<file path="config.mk">
export PLATFORM = sky130hd
export DESIGN_NAME = flag_stack
export DESIGN_NICKNAME = d
export VERILOG_FILES = /design/src/rtl/flag_stack.sv
export SDC_FILE = /design/constraint.sdc
export NUM_CORES = 1
export LEC_CHECK = 0
export CORE_MARGIN = 3
export CORE_UTILIZATION = 42
export CTS_BUF_LIST = sky130_fd_sc_hd__clkbuf_8
export CTS_CLUSTER_SIZE = 8
export DETAILED_ROUTE_END_ITERATION = 6
export HOLD_SLACK_MARGIN = 0.06
export PLACE_DENSITY = 0.85
export SETUP_SLACK_MARGIN = 0.4
export SKIP_CTS_REPAIR_TIMING = 1
export SYNTH_ARGS = -nofsm -noshare
export SYNTH_HDL_FRONTEND = slang
export SYNTH_SLANG_ARGS = --single-unit
</file>
<file path="constraint.sdc">
create_clock -name CLK -period 1.64 [get_ports CLK]
set_clock_uncertainty 0.1 [all_clocks]
set_input_delay 0.246 -clock CLK [delete_from_list [all_inputs] [get_ports CLK]]
set_output_delay 0.246 -clock CLK [all_outputs]
set_load 0.02 [all_outputs]
</file>
<file path="src/rtl/flag_stack.sv">
// WIDTH-bit flag register with per-bit set/clear/load and a DEPTH-entry LIFO shadow stack.
// Optional sticky overflow/underflow flags are enabled by defining FLAG_STACK_ERR_EN.
module flag_stack #(
    parameter int WIDTH = 2,
    parameter int DEPTH = 4,
    parameter int CNTW  = $clog2(DEPTH + 1)
) (
    input  logic             CLK,
    input  logic             RST_N,
    input  logic [WIDTH-1:0] SET,
    input  logic [WIDTH-1:0] CLR,
    input  logic [WIDTH-1:0] LD,
    input  logic [WIDTH-1:0] DIN,
    input  logic             PUSH,
    input  logic             POP,
    output logic [WIDTH-1:0] DOUT,
    output logic [CNTW-1:0]  COUNT,
    output logic             FULL,
    output logic             EMPTY,
    output logic             OVF,
    output logic             UNF,
    input  logic             ERR_CLR
);

    localparam int AW = (DEPTH > 1) ? $clog2(DEPTH) : 1;

    logic [WIDTH-1:0] dout_reg, dout_next, dout_upd;
    logic [CNTW-1:0]  count_reg, count_next;
    logic [WIDTH-1:0] stack_mem [DEPTH];
    logic [AW-1:0]    wr_idx, top_idx;
    logic             full, empty, push_ok, pop_ok;

    assign full    = (count_reg == CNTW'(DEPTH));
    assign empty   = (count_reg == '0);
    assign push_ok = PUSH & ~POP & ~full;
    assign pop_ok  = POP & ~PUSH & ~empty;
    assign wr_idx  = AW'(count_reg);
    assign top_idx = AW'(count_reg - CNTW'(1));

    // Each flag bit resolves its own priority: set over clear over load over hold.
    generate
        for (genvar gi = 0; gi < WIDTH; gi++) begin : g_bit
            assign dout_upd[gi] = SET[gi] ? 1'b1 :
                                  CLR[gi] ? 1'b0 :
                                  LD[gi]  ? DIN[gi] : dout_reg[gi];
        end
    endgenerate

    always_comb begin
        dout_next  = pop_ok ? stack_mem[top_idx] : dout_upd;
        count_next = count_reg;
        if (push_ok)
            count_next = count_reg + CNTW'(1);
        else if (pop_ok)
            count_next = count_reg - CNTW'(1);
    end

    always_ff @(posedge CLK or negedge RST_N) begin
        if (!RST_N) begin
            dout_reg  <= '0;
            count_reg <= '0;
        end else begin
            dout_reg  <= dout_next;
            count_reg <= count_next;
        end
    end

    // Stack entries carry no reset; an entry is only read after it has been written.
    always_ff @(posedge CLK) begin
        if (push_ok)
            stack_mem[wr_idx] <= dout_reg;
    end

`ifdef FLAG_STACK_ERR_EN
    logic ovf_reg, ovf_next, unf_reg, unf_next;

    // An error event in the same cycle as ERR_CLR leaves the flag set.
    assign ovf_next = (PUSH & ~POP & full)  | (ovf_reg & ~ERR_CLR);
    assign unf_next = (POP & ~PUSH & empty) | (unf_reg & ~ERR_CLR);

    always_ff @(posedge CLK or negedge RST_N) begin
        if (!RST_N) begin
            ovf_reg <= 1'b0;
            unf_reg <= 1'b0;
        end else begin
            ovf_reg <= ovf_next;
            unf_reg <= unf_next;
        end
    end

    assign OVF = ovf_reg;
    assign UNF = unf_reg;
`else
    logic err_clr_unused;

    assign err_clr_unused = ERR_CLR;
    assign OVF = 1'b0;
    assign UNF = 1'b0;
`endif

    assign DOUT  = dout_reg;
    assign COUNT = count_reg;
    assign FULL  = full;
    assign EMPTY = empty;

endmodule
</file>
**Word level (Yosys, flattened, before mapping)**

Memories as Yosys holds them, arrays and structs flattened.
Cells that the tools add are included.

- Output and inout bits: 9
- Memories: 1
- Input bits: 13
- Memory bits (writable): 8
- Register bits after elaboration: 5
- Bits in read-only memories: 0
- Bits in latches: 0
- Word-level logic and storage cells: 30

Memories:

| memory | words | width | read ports | clocked after memory_dff | wr ports | line | text |
|---|---|---|---|---|---|---|---|
| stack_mem | 4 | 2 | 1 | 0 | 1 | 29 | `logic [WIDTH-1:0] stack_mem [DEPTH];` |

- Reductions and logical operators: 4
- Equality and inequality tests: 1
- Multipliers: 0
- Magnitude comparators: 0
- Muxes and demuxes: 11
- Bitwise operators: 8
- Divide/modulo/power cells: 0
- Shift operators: 0
- Add/sub/neg operators: 2

Operators with widths:

| cell | number |
|---|---|
| two-way mux 1 bit | 8 |
| nonzero test 4 bit | 2 |
| two-way mux 3 bit | 2 |
| bitwise AND 1 bit | 4 |
| inverter 1 bit | 4 |
| adder 3 x 1 -> 3 bit (second input constant) | 1 |
| equality test 3 bit (second input constant) | 1 |
| zero test 3 bit | 1 |
| subtractor 3 x 1 -> 3 bit (second input constant) | 1 |
| two-way mux 2 bit | 1 |
| nonzero test 2 bit | 1 |

**Depth between registers and ports, before layout**

- Depth after elaboration: 5
- Mapped depth: 6

**Worst setup path after synthesis**

Ideal clock, no wire load.

- Path kind: register to register
- Start point: register count_reg[0], in the netlist COUNT[0]
- End point: register dout_reg[0], in the netlist DOUT[0]
- Stages on the path, launching flop included: 6
- Data required time: 1.415 ns
- Data arrival time: 1.869 ns
- Path slack: -0.453 ns
- Cells stage by stage: dfrtp_1 inv_1 ha_1 ha_1 nor3b_2 mux2_2

- Cells in the longest elaborated chain, start to end: 4

Ends and longest elaborated chain:

| item | line | text |
|---|---|---|
| start, declared | 28 | `logic [CNTW-1:0] count_reg, count_next;` |
| start signal, assigned | 64 | `count_reg <= count_next;` |
| zero test 3 bit (*) | 34 | `assign empty = (count_reg == '0);` |
| named net EMPTY | 19 | `output logic EMPTY,` |
| inverter 1 bit (*) | 36 | `assign pop_ok = POP & ~PUSH & ~empty;` |
| bitwise AND 1 bit (*) | 36 |  |
| nonzero test 4 bit (no source line) or two-way mux 2 bit (tied branches) | - |  |
| end signal, assigned | 63 | `dout_reg <= dout_next;` |
| end, declared | 27 | `logic [WIDTH-1:0] dout_reg, dout_next, dout_upd;` |

The timed path passes the listed nets; every way through them passes the cells marked *.
A chain may end at the register's enable or synchronous reset.

**Worst setup path after layout**

- Start point: register count_reg[1], in the netlist COUNT[1]
- End point: register dout_reg[1], in the netlist DOUT[1]

- Cells in the longest elaborated chain, start to end: 4

Ends and longest elaborated chain:

| item |
|---|
| branches (longest 4 deep; another with subtractor 3 x 1 -> 3 bit) |

Parallel ways; which one is timed is not known.

==> impl_metrics.env <==
export IMPL_final_util_pct=73.1
export IMPL_nets=106
export IMPL_num_vias=510
export IMPL_ys_ff_latch=13
export IMPL_gp_congestion=0.786
export IMPL_cts_root_buffer="clkbuf_8"
export IMPL_routed_wl_um=1560
export IMPL_period_share_pct=99.2
export IMPL_synth_cells=50
export IMPL_numPortBuffers=18
export IMPL_ys_top_cells_by_area="edfxtp_1 (34%), dfrtp_1 (18%), ha_1 (11%), mux4_1 (7.5%), and3_1 (3.6%)"
export IMPL_synth_top_cell_area_share_pct=34.5
export IMPL_max_cap_violations=0
export IMPL_area_growth_syn_to_layout_pct=61.8
export IMPL_place_inst=94
export IMPL_drive_above_1_share_pct=47.7
export IMPL_final_instance_count_excl_fill=102
export IMPL_fmax_mhz=615
export IMPL_async_flop_share_pct=38.5
export IMPL_slew_violations=0
export IMPL_avgSynthCellArea_um2=13.9
export IMPL_viasPerCell=5.00
export IMPL_yosys_warnings=0
export IMPL_synth_edf_count=8
export IMPL_yosysTopAreaCell="edfxtp_1"
export IMPL_irDropWorstVdd_mv=1.10
export IMPL_syn_area_um2=697
export IMPL_outcome="finished, final reports clean"
export IMPL_drt_pass1_iter_count=4
export IMPL_clock_sink_count=13
export IMPL_crit_type="reg -> reg"
export IMPL_fillers=108
export IMPL_synth_distinct_cells=20
export IMPL_start_util_pct=45.2
export IMPL_drcViolationCount=0
export IMPL_min_path_type="in -> async"
export IMPL_grt_max_degree=9
export IMPL_setup_violations=0
export IMPL_clk_latency_ps=250
export IMPL_rsz0062_at_grt="yes"
export IMPL_hold_viol_final=0
export IMPL_crit_fanout=3
export IMPL_cts_buffer_depth=2
export IMPL_fin_tns_setup_ps=0
export IMPL_die_area_um2=2180
export IMPL_clk_pin_slew_worst_paths_ps=60
export IMPL_cts_tree="done"
export IMPL_cp_data_required_time_ps=1670
export IMPL_synth_common_cells="edfxtp_1 (8), ha_1 (6), dfrtp_1 (5), and3_1 (4), inv_1 (4)"
export IMPL_antenna_found_initial=0
export IMPL_track_usage_pct=16.0
export IMPL_post_synth_top_count_cell="edfxtp_1"
export IMPL_grt_pass1_vias=483
export IMPL_fp_dieW_um=46.7
export IMPL_chipHeight_um=46.7
export IMPL_ios=22
export IMPL_overflow=0
export IMPL_drt_antenna_violating_nets=0
export IMPL_grt_pass1_wl_um=2250
export IMPL_arrival_ps=1660
export IMPL_fp_row_count=14
export IMPL_endpoint_kind="register"
export IMPL_core_um2=1540
export IMPL_n_antenna_cell=0
export IMPL_routedWlPerCell_um=15.3
export IMPL_drt_initial_drc_count=3
export IMPL_htree_levels=1
export IMPL_ys_flop_type="edfxtp_1"
export IMPL_power_density_nw_per_um2=1670
export IMPL_ys_seq_area_share_pct=52.4
export IMPL_cts_buffers=3
export IMPL_p_leak_nw=0.507
export IMPL_fin_crit_ps=1630
export IMPL_start_kind="register"
-- sequential cells by signal, indices dropped and copies added, names as in the netlist --
register and flops:
DOUT 2, COUNT 3, stack_mem 8
-- worst max-delay path: stages, from the launching register on --
cell	delay, ps
dfrtp_2	390
inv_4	50
ha_4	160
ha_4	160
nor3b_4	190
buf_4	160
mux2_4	290
-- report_power, final --
group / switching (mW) / total (mW) / leakage, nW / internal, mW
sequential: 0.0576 / 0.511 / 0.126 / 0.453
combinational: 0.504 / 1.09 / 0.354 / 0.586
clock: 0.118 / 0.283 / 0.0269 / 0.165
-- kinds of logic (layout without fill, tap and decap cells) --
group           count (synthesis)  after routing  share of synthesized area, %
compound gates                  7              7                          7.54
xor+xnor                        1              1                          1.26
fa+ha+maj                       6              6                          10.8
mux                             6              6                          13.6
simple gates                   10             10                          9.51
buf+inv                         6             41                          4.31
other cells                     1              2                         0.538
flops                          13             13                          52.4
-- layout by cell type, fill, tap and decap left out, types with 3 or more instances in the layout --
cell | Yosys | final
clkbuf_8 | 0 | 3
edfxtp_1 | 8 | 8
buf_6 | 0 | 6
dfrtp_1 | 5 | 3
buf_4 | 2 | 13
clkdlybuf4s50_1 | 0 | 11
and3_4 | 0 | 3
ha_1 | 6 | 4
-- metal layers --
layer / global-route usage, % / vias to the layer above / share of wire, %
met3: 5.75 / 5 / 3.5
li1: - / 256 / -
met4: 8.29 / 0 / 2.3
met5: 0 / - / 0
met1: 18.2 / 241 / 40
met2: 26.4 / 8 / 54
-- final cells by class --
class | count | area, um^2 | share of cell area [%]
Clock inverter | 1 | 3.75 | 0.333
Tap cell | 16 | 20.0 | 1.78
Clock buffer | 3 | 41.3 | 3.66
Inverter | 4 | 20.0 | 1.78
Sequential cell | 13 | 368 | 32.6
Timing Repair Buffer | 33 | 298 | 26.4
Multi-Input combinational cell | 32 | 377 | 33.4
-- through the flow --
stage | instance area (um^2) | hold WS, ps | worst slack (ps) | power (mW)
after floorplan | 756 | -150 | -134 | 1.04
after global placement | 1020 | 406 | -54.7 | 1.45
after detailed placement | 1020 | 413 | -87.6 | 1.48
after CTS | 1070 | 143 | -369 | 1.78
after global routing | 1130 | 151 | -48.8 | 1.99
final | 1130 | 140 | 13.3 | 1.88
-- path summary, 6_finish.rpt --
path	startpoint	end	slack [ps]	cells past startpoint
max reg2reg	COUNT[1]	DOUT[1]	10	6
min in group CLK	DOUT[0]	stack_mem[2][0]	450	0
max in group asynchronous	RST_N	COUNT[0]	1060	1
min	RST_N	COUNT[2]	140	1
max	COUNT[1]	DOUT[1]	10	6
min reg2reg	DOUT[0]	stack_mem[2][0]	450	0
No activity file was read; power rests on OpenSTA's default activity.
==> RTL edit 1, RTL diff (same settings) <==
Change the parameter `DEPTH` from 4 to 8.
--- a/src/rtl/flag_stack.sv
+++ b/src/rtl/flag_stack.sv
@@ -4,3 +4,3 @@
     parameter int WIDTH = 2,
-    parameter int DEPTH = 4,
+    parameter int DEPTH = 8,
     parameter int CNTW  = $clog2(DEPTH + 1)
Ports: changed (resized COUNT); port bits go from 22 to 23. No check against the original RTL was run, so the function may have changed too.
==> RTL edit 1 against the original RTL <==
Synthesized area is 63% higher. Final area increased by 61%. Wire length rose by 110%. The run now ends with setup timing left. Sequential cell count increased by 9. Largest cell class unchanged. Total power is 73% higher. Worst hold slack got worse by 0.017 ns. Highest routed layer unchanged. Clock power increased by 16%. Setup slack got worse by 0.12 ns. Die area increased by 54%. Via count increased by 81%. Synthesized cell count rose by 80%. Core utilization decreased by 1.2 points.
==> RTL edit 1: results (changes against the original RTL) <==
GRT
  • Vias in the first global route: 855 (+77%)
  • Global Route Usage Sum: 16.3% (+0.29 points)
  • First-pass GRT wire length: 3.97 mm (+77%)
  • Largest net degree at the start of global routing: 13 (+4)

Finish
  • Share of post-route cells with drive strength above 1: 50.4% (+2.7 points)
  • Largest register FFs: 16 (+8)
  • Layout Nets: 151 (+42%)
  • Diode count: 0 (unchanged)
  • Finished Layout Cells: 165 (+62%)
  • FILL cells: 146 (+35%)

STA
  • Number of setup violations in the final report: 4 (+4)
  • Final WS setup: -0.106 ns (-0.119 ns)
  • Worst hold slack: 0.123 ns (-0.0168 ns)

Synthesis
  • Number of distinct library cells after synthesis: 32 (+60%)
  • Synthesized instance count: 90 (+80%)
  • Number of flops mapped to enable cells by yosys: 16 (+8)
  • FFs w/ async S/R, synth: 27.3% (-11 points)
  • Commonest cells post-synth: edfxtp_1, mux2i_1, nor2_1, dfrtp_1, and3_1
  • Synth warnings: 0 (unchanged)
  • Seq/Total Area, Yosys: 55.5% (+3.1 points)
  • Synth area leaders: edfxtp_1, dfrtp_1, mux2i_1

Worst setup path
  • Largest fanout on the critical path: 9 (+6)
  • R2R Path Start: COUNT[0]$_DFFE_PN0P_
  • R2R Path End: DOUT[0]$_DFFE_PN0P_
  • Reg2reg path depth: 5 (-1)

Detailed routing
  • WL/cell: 20.0 um (+31%)
  • Number of DRC markers in iteration 0: 23 (+20)
  • DR pass1 iterations: 4 (unchanged)
  • Vias/cell: 5.60 (+12%)

Clock network
  • Clock Tree Root: clkbuf_8

Run status
  • Status: complete, but fails checks
  • Failing checks: setup timing

Placed design
  • Placed insts: 155 (+65%)
  • Placed cell area: 0.00153 mm2 (+50%)
  • Place WS: -0.196 ns (-0.108 ns)
  • Routability cong.: 0.901 (+15%)
  • HPWL after DPL: 2.03 mm
  • Port buffer count: 19 (+1)

Power and ir drop
  • Leakage Power: 0.000733 uW (+45%)
  • Worst VDD drop: 1.57 mV (+42%)
==> RTL edit 1: cell count changes in the layout (fill, tap and decap cells not counted), moves of 3 or more <==
cell            delta
edfxtp_1           +8
mux2i_1            +8
buf_4              +6
nor2_4             +5
buf_6              +4
nor2_1             +4
dlymetal6s2s_1     +3
ha_1               -3
o21ai_1            +3
==> RTL edit 1: power breakdown <==
part	total, uW	switching [uW]	internal (uW)
clock	329	163	167
combinational	2100	1060	1040
sequential	831	90.4	741
total	3260	1320	1950
==> RTL edit 1: logic make-up after synthesis <==
| group | after synthesis | share of synthesized area, % |
|---|---|---|
| and+or+nand+nor | 24 | 12.1 |
| AOI/OAI and AO/OA | 15 | 8.59 |
| adders and majority gates | 2 | 2.20 |
| other | 1 | 0.330 |
| buffers and inverters | 9 | 4.51 |
| DFF | 22 | 55.5 |
| muxes | 13 | 13.7 |
| xor gates and xnor gates | 4 | 3.08 |
==> RTL edit 1: layout make-up <==
type	count	area, um2	area share [%]
Tap cell	30	37.5	2.07
Sequential cell	22	634	34.9
Timing Repair Buffer	45	420	23.2
Clock inverter	1	3.75	0.207
Inverter	4	17.5	0.965
Clock buffer	3	41.3	2.27
Multi-Input combinational cell	60	661	36.4
==> RTL edit 1: stage by stage <==
stage | power, uW | TNS (ns)
after detailed placement | 2450 | -2.28
final | 3260 | -0.296
after floorplan | 1880 | -0.481
after global placement | 2390 | -1.73
after CTS | 2780 | -1.70
after global routing | 3410 | -0.523
==> RTL edit 1: worst max-delay path by stage <==
stage	from	to	depth (start not counted)	slack, ns
5_1_grt	COUNT[0]$_DFFE_PN0P_	DOUT[0]$_DFFE_PN0P_	5	-0.15
6_report	COUNT[0]$_DFFE_PN0P_	DOUT[0]$_DFFE_PN0P_	5	-0.11
3_5_place_dp	COUNT[1]$_DFFE_PN0P_	EMPTY	4	-0.20
2_1_floorplan	COUNT[0]$_DFFE_PN0P_	DOUT[0]$_DFFE_PN0P_	6	-0.17
4_1_cts	COUNT[1]$_DFFE_PN0P_	EMPTY	4	-0.48
3_3_place_gp	COUNT[1]$_DFFE_PN0P_	EMPTY	4	-0.15
==> RTL edit 1: metal layers <==
layer  share of wire, %  vias up  global-route usage (%)  wire, um
met5                  0        -                       0         0
met4                4.1        0                    6.95       134
met3                4.1       10                    3.34       135
met2                 55       29                    30.5      1800
met1                 37      463                    17.5      1230
li1                   -      422                       -         -
==> RTL edit 1: worst max-delay path, stage by stage, from the launching register on <==
cell and delay [ns]:
dfrtp_2 0.43, inv_4 0.07, ha_4 0.25, mux2i_2 0.18, mux4_2 0.49, o21ai_1 0.15
==> RTL edit 2, RTL diff (config.mk and constraints unchanged) <==
Without the edit above. Put one more register stage on the output `COUNT`, with the module's reset. The value now appears one clock later. The other outputs are not delayed to match.
--- a/src/rtl/flag_stack.sv
+++ b/src/rtl/flag_stack.sv
@@ -101,3 +101,9 @@
     assign DOUT  = dout_reg;
-    assign COUNT = count_reg;
+    always_ff @(posedge CLK or negedge RST_N) begin
+        if (!RST_N) begin
+            COUNT <= '0;
+        end else begin
+            COUNT <= count_reg;
+        end
+    end
     assign FULL  = full;
Behaviour: not the same (a bounded check fails within 4 cycles, from zero or initial values and one cycle with RST_N low).
==> RTL edit 2 against the original RTL <==
Worst hold slack gained 0.049 ns. Final area grew 5.1%. First-iteration DRC count grew 67%. Wire length grew 1.5%. Synthesized area grew 11%. Total power grew 1.0%. Sequential cell count grew 3. Setup slack gained 0.016 ns. Critical path type unchanged.
==> RTL edit 2: results (changes against the original RTL) <==
GRT
  • Global Route Usage Sum: 15.6% (-0.33 points)
  • First-pass GRT wire length: 2.72 mm (+21%)
  • Vias in the first global route: 555 (+15%)
  • Largest net degree at the start of global routing: 10 (+1)
  • Global Route met3 Usage: 6.73% (+0.98 points)
  • Met1 global-route usage: 17.6% (-0.63 points)
  • Met2 Use GR: 24.9% (-1.5 points)
  • Initial antenna violation count: 0 (unchanged)

Placed design
  • Placed cell area: 0.00111 mm2 (+8.4%)
  • Place WS: -0.0818 ns (+0.00580 ns)
  • Port buffer count: 18 (unchanged)
  • Routability cong.: 0.748 (-4.9%)

Finish
  • Diode count: 0 (unchanged)
  • Largest register FFs: 8 (unchanged)
  • Share of post-route cells with drive strength above 1: 38.4% (-9.3 points)
  • Layout Nets: 106 (unchanged)

Synthesis
  • Number of distinct library cells after synthesis: 20 (unchanged)
  • Complex-gate fraction of the synthesized area: 6.81% (-0.73 points)
  • Synth area leaders: edfxtp_1, dfrtp_1, ha_1
  • Number of flops mapped to enable cells by yosys: 8 (unchanged)
  • Seq/Total Area, Yosys: 57.1% (+4.6 points)
  • Commonest cells post-synth: dfrtp_1, edfxtp_1, ha_1, and3_1, inv_1
  • Post-synthesis xor/xnor area fraction: 1.13% (-0.12 points)
  • Synth warnings: 0 (unchanged)
  • Main combinational cell family by area after synthesis: multiplexers
  • Post-synthesis mux area share: 12.3% (-1.3 points)
  • FFs w/ async S/R, synth: 50.0% (+12 points)
  • Post-synthesis adder-cell area fraction: 9.72% (-1.0 points)

Power and ir drop
  • Clock Power Share: 15.3% (+0.3 points)
  • Worst VDD drop: 1.10 mV (-0.20%)
  • Seq. pwr: 628 uW (+23%)
  • Switching Fraction: 34.3% (-1.7 points)
  • Leakage Power: 0.000555 uW (+9.4%)

Detailed routing
  • DR pass1 iterations: 4 (unchanged)
  • Number of DRC markers in iteration 0: 5 (+2)
  • DR vias: 533 (+4.5%)
  • DR WL met3: 131 um (+140%)
  • Drt total wl: 1.58 mm (+1.5%)
  • Metal2 WL: 818 um (-3.3%)
  • Top Layer Used: met4
  • Met1 Routed Length: 596 um (-3.9%)

Worst setup path
  • R2R Path End: DOUT[1]$_DFFE_PN0P_
  • Largest fanout on the critical path: 3 (unchanged)
  • R2R Path Start: count_reg[1]$_DFFE_PN0P_
  • Worst path slowest cell: dfrtp_1
  • CP top delay family: flip-flops
  • CP peak stage delay: 0.36 ns (-0.03 ns)
  • Worst Setup Start Kind: register
  • Critical Path AT: 1.64 ns (-0.02 ns)
  • R2R setup slack: 0.03 ns (+0.02 ns)

Run status
  • Status: completed

Hold path
  • Worst Hold Class: in -> async

STA
  • Worst hold slack: 0.190 ns (+0.0494 ns)
  • Fmax: 0.621 GHz (+0.96%)

Clock network
  • Htree depth: 1 (unchanged)
  • Worst-Skew Late Latency: 0.25 ns (about the same)
  • CTS clk-pin slew, worst paths: 0.06 ns (about the same)
## RTL edit 2: cell count changes in the layout (fill, tap and decap cells not counted), sizes merged
cell           unedited run  this run
dfrtp                     5         8
dlymetal6s2s              1         5
buf                      19        13
clkdlybuf4s50            11        10
## RTL edit 2: area by class of cell
| class | instances | area (um2) |
|---|---|---|
| clock buffer | 3 | 41.3 |
| multi-input combinational | 32 | 372 |
| sequential | 16 | 442 |
| fill | 125 | 427 |
| clock inverter | 1 | 3.75 |
| inverter | 4 | 15.0 |
| timing repair buffer | 30 | 282 |
| tap | 24 | 30.0 |
## RTL edit 2: metrics by stage
| step | total power (uW) | std cells |
|---|---|---|
| final | 1900 | 110 |
| after global routing | 2050 | 110 |
| after CTS | 1910 | 108 |
| after detailed placement | 1620 | 104 |
| after global placement | 1570 | 104 |
| after floorplan | 1170 | 54 |
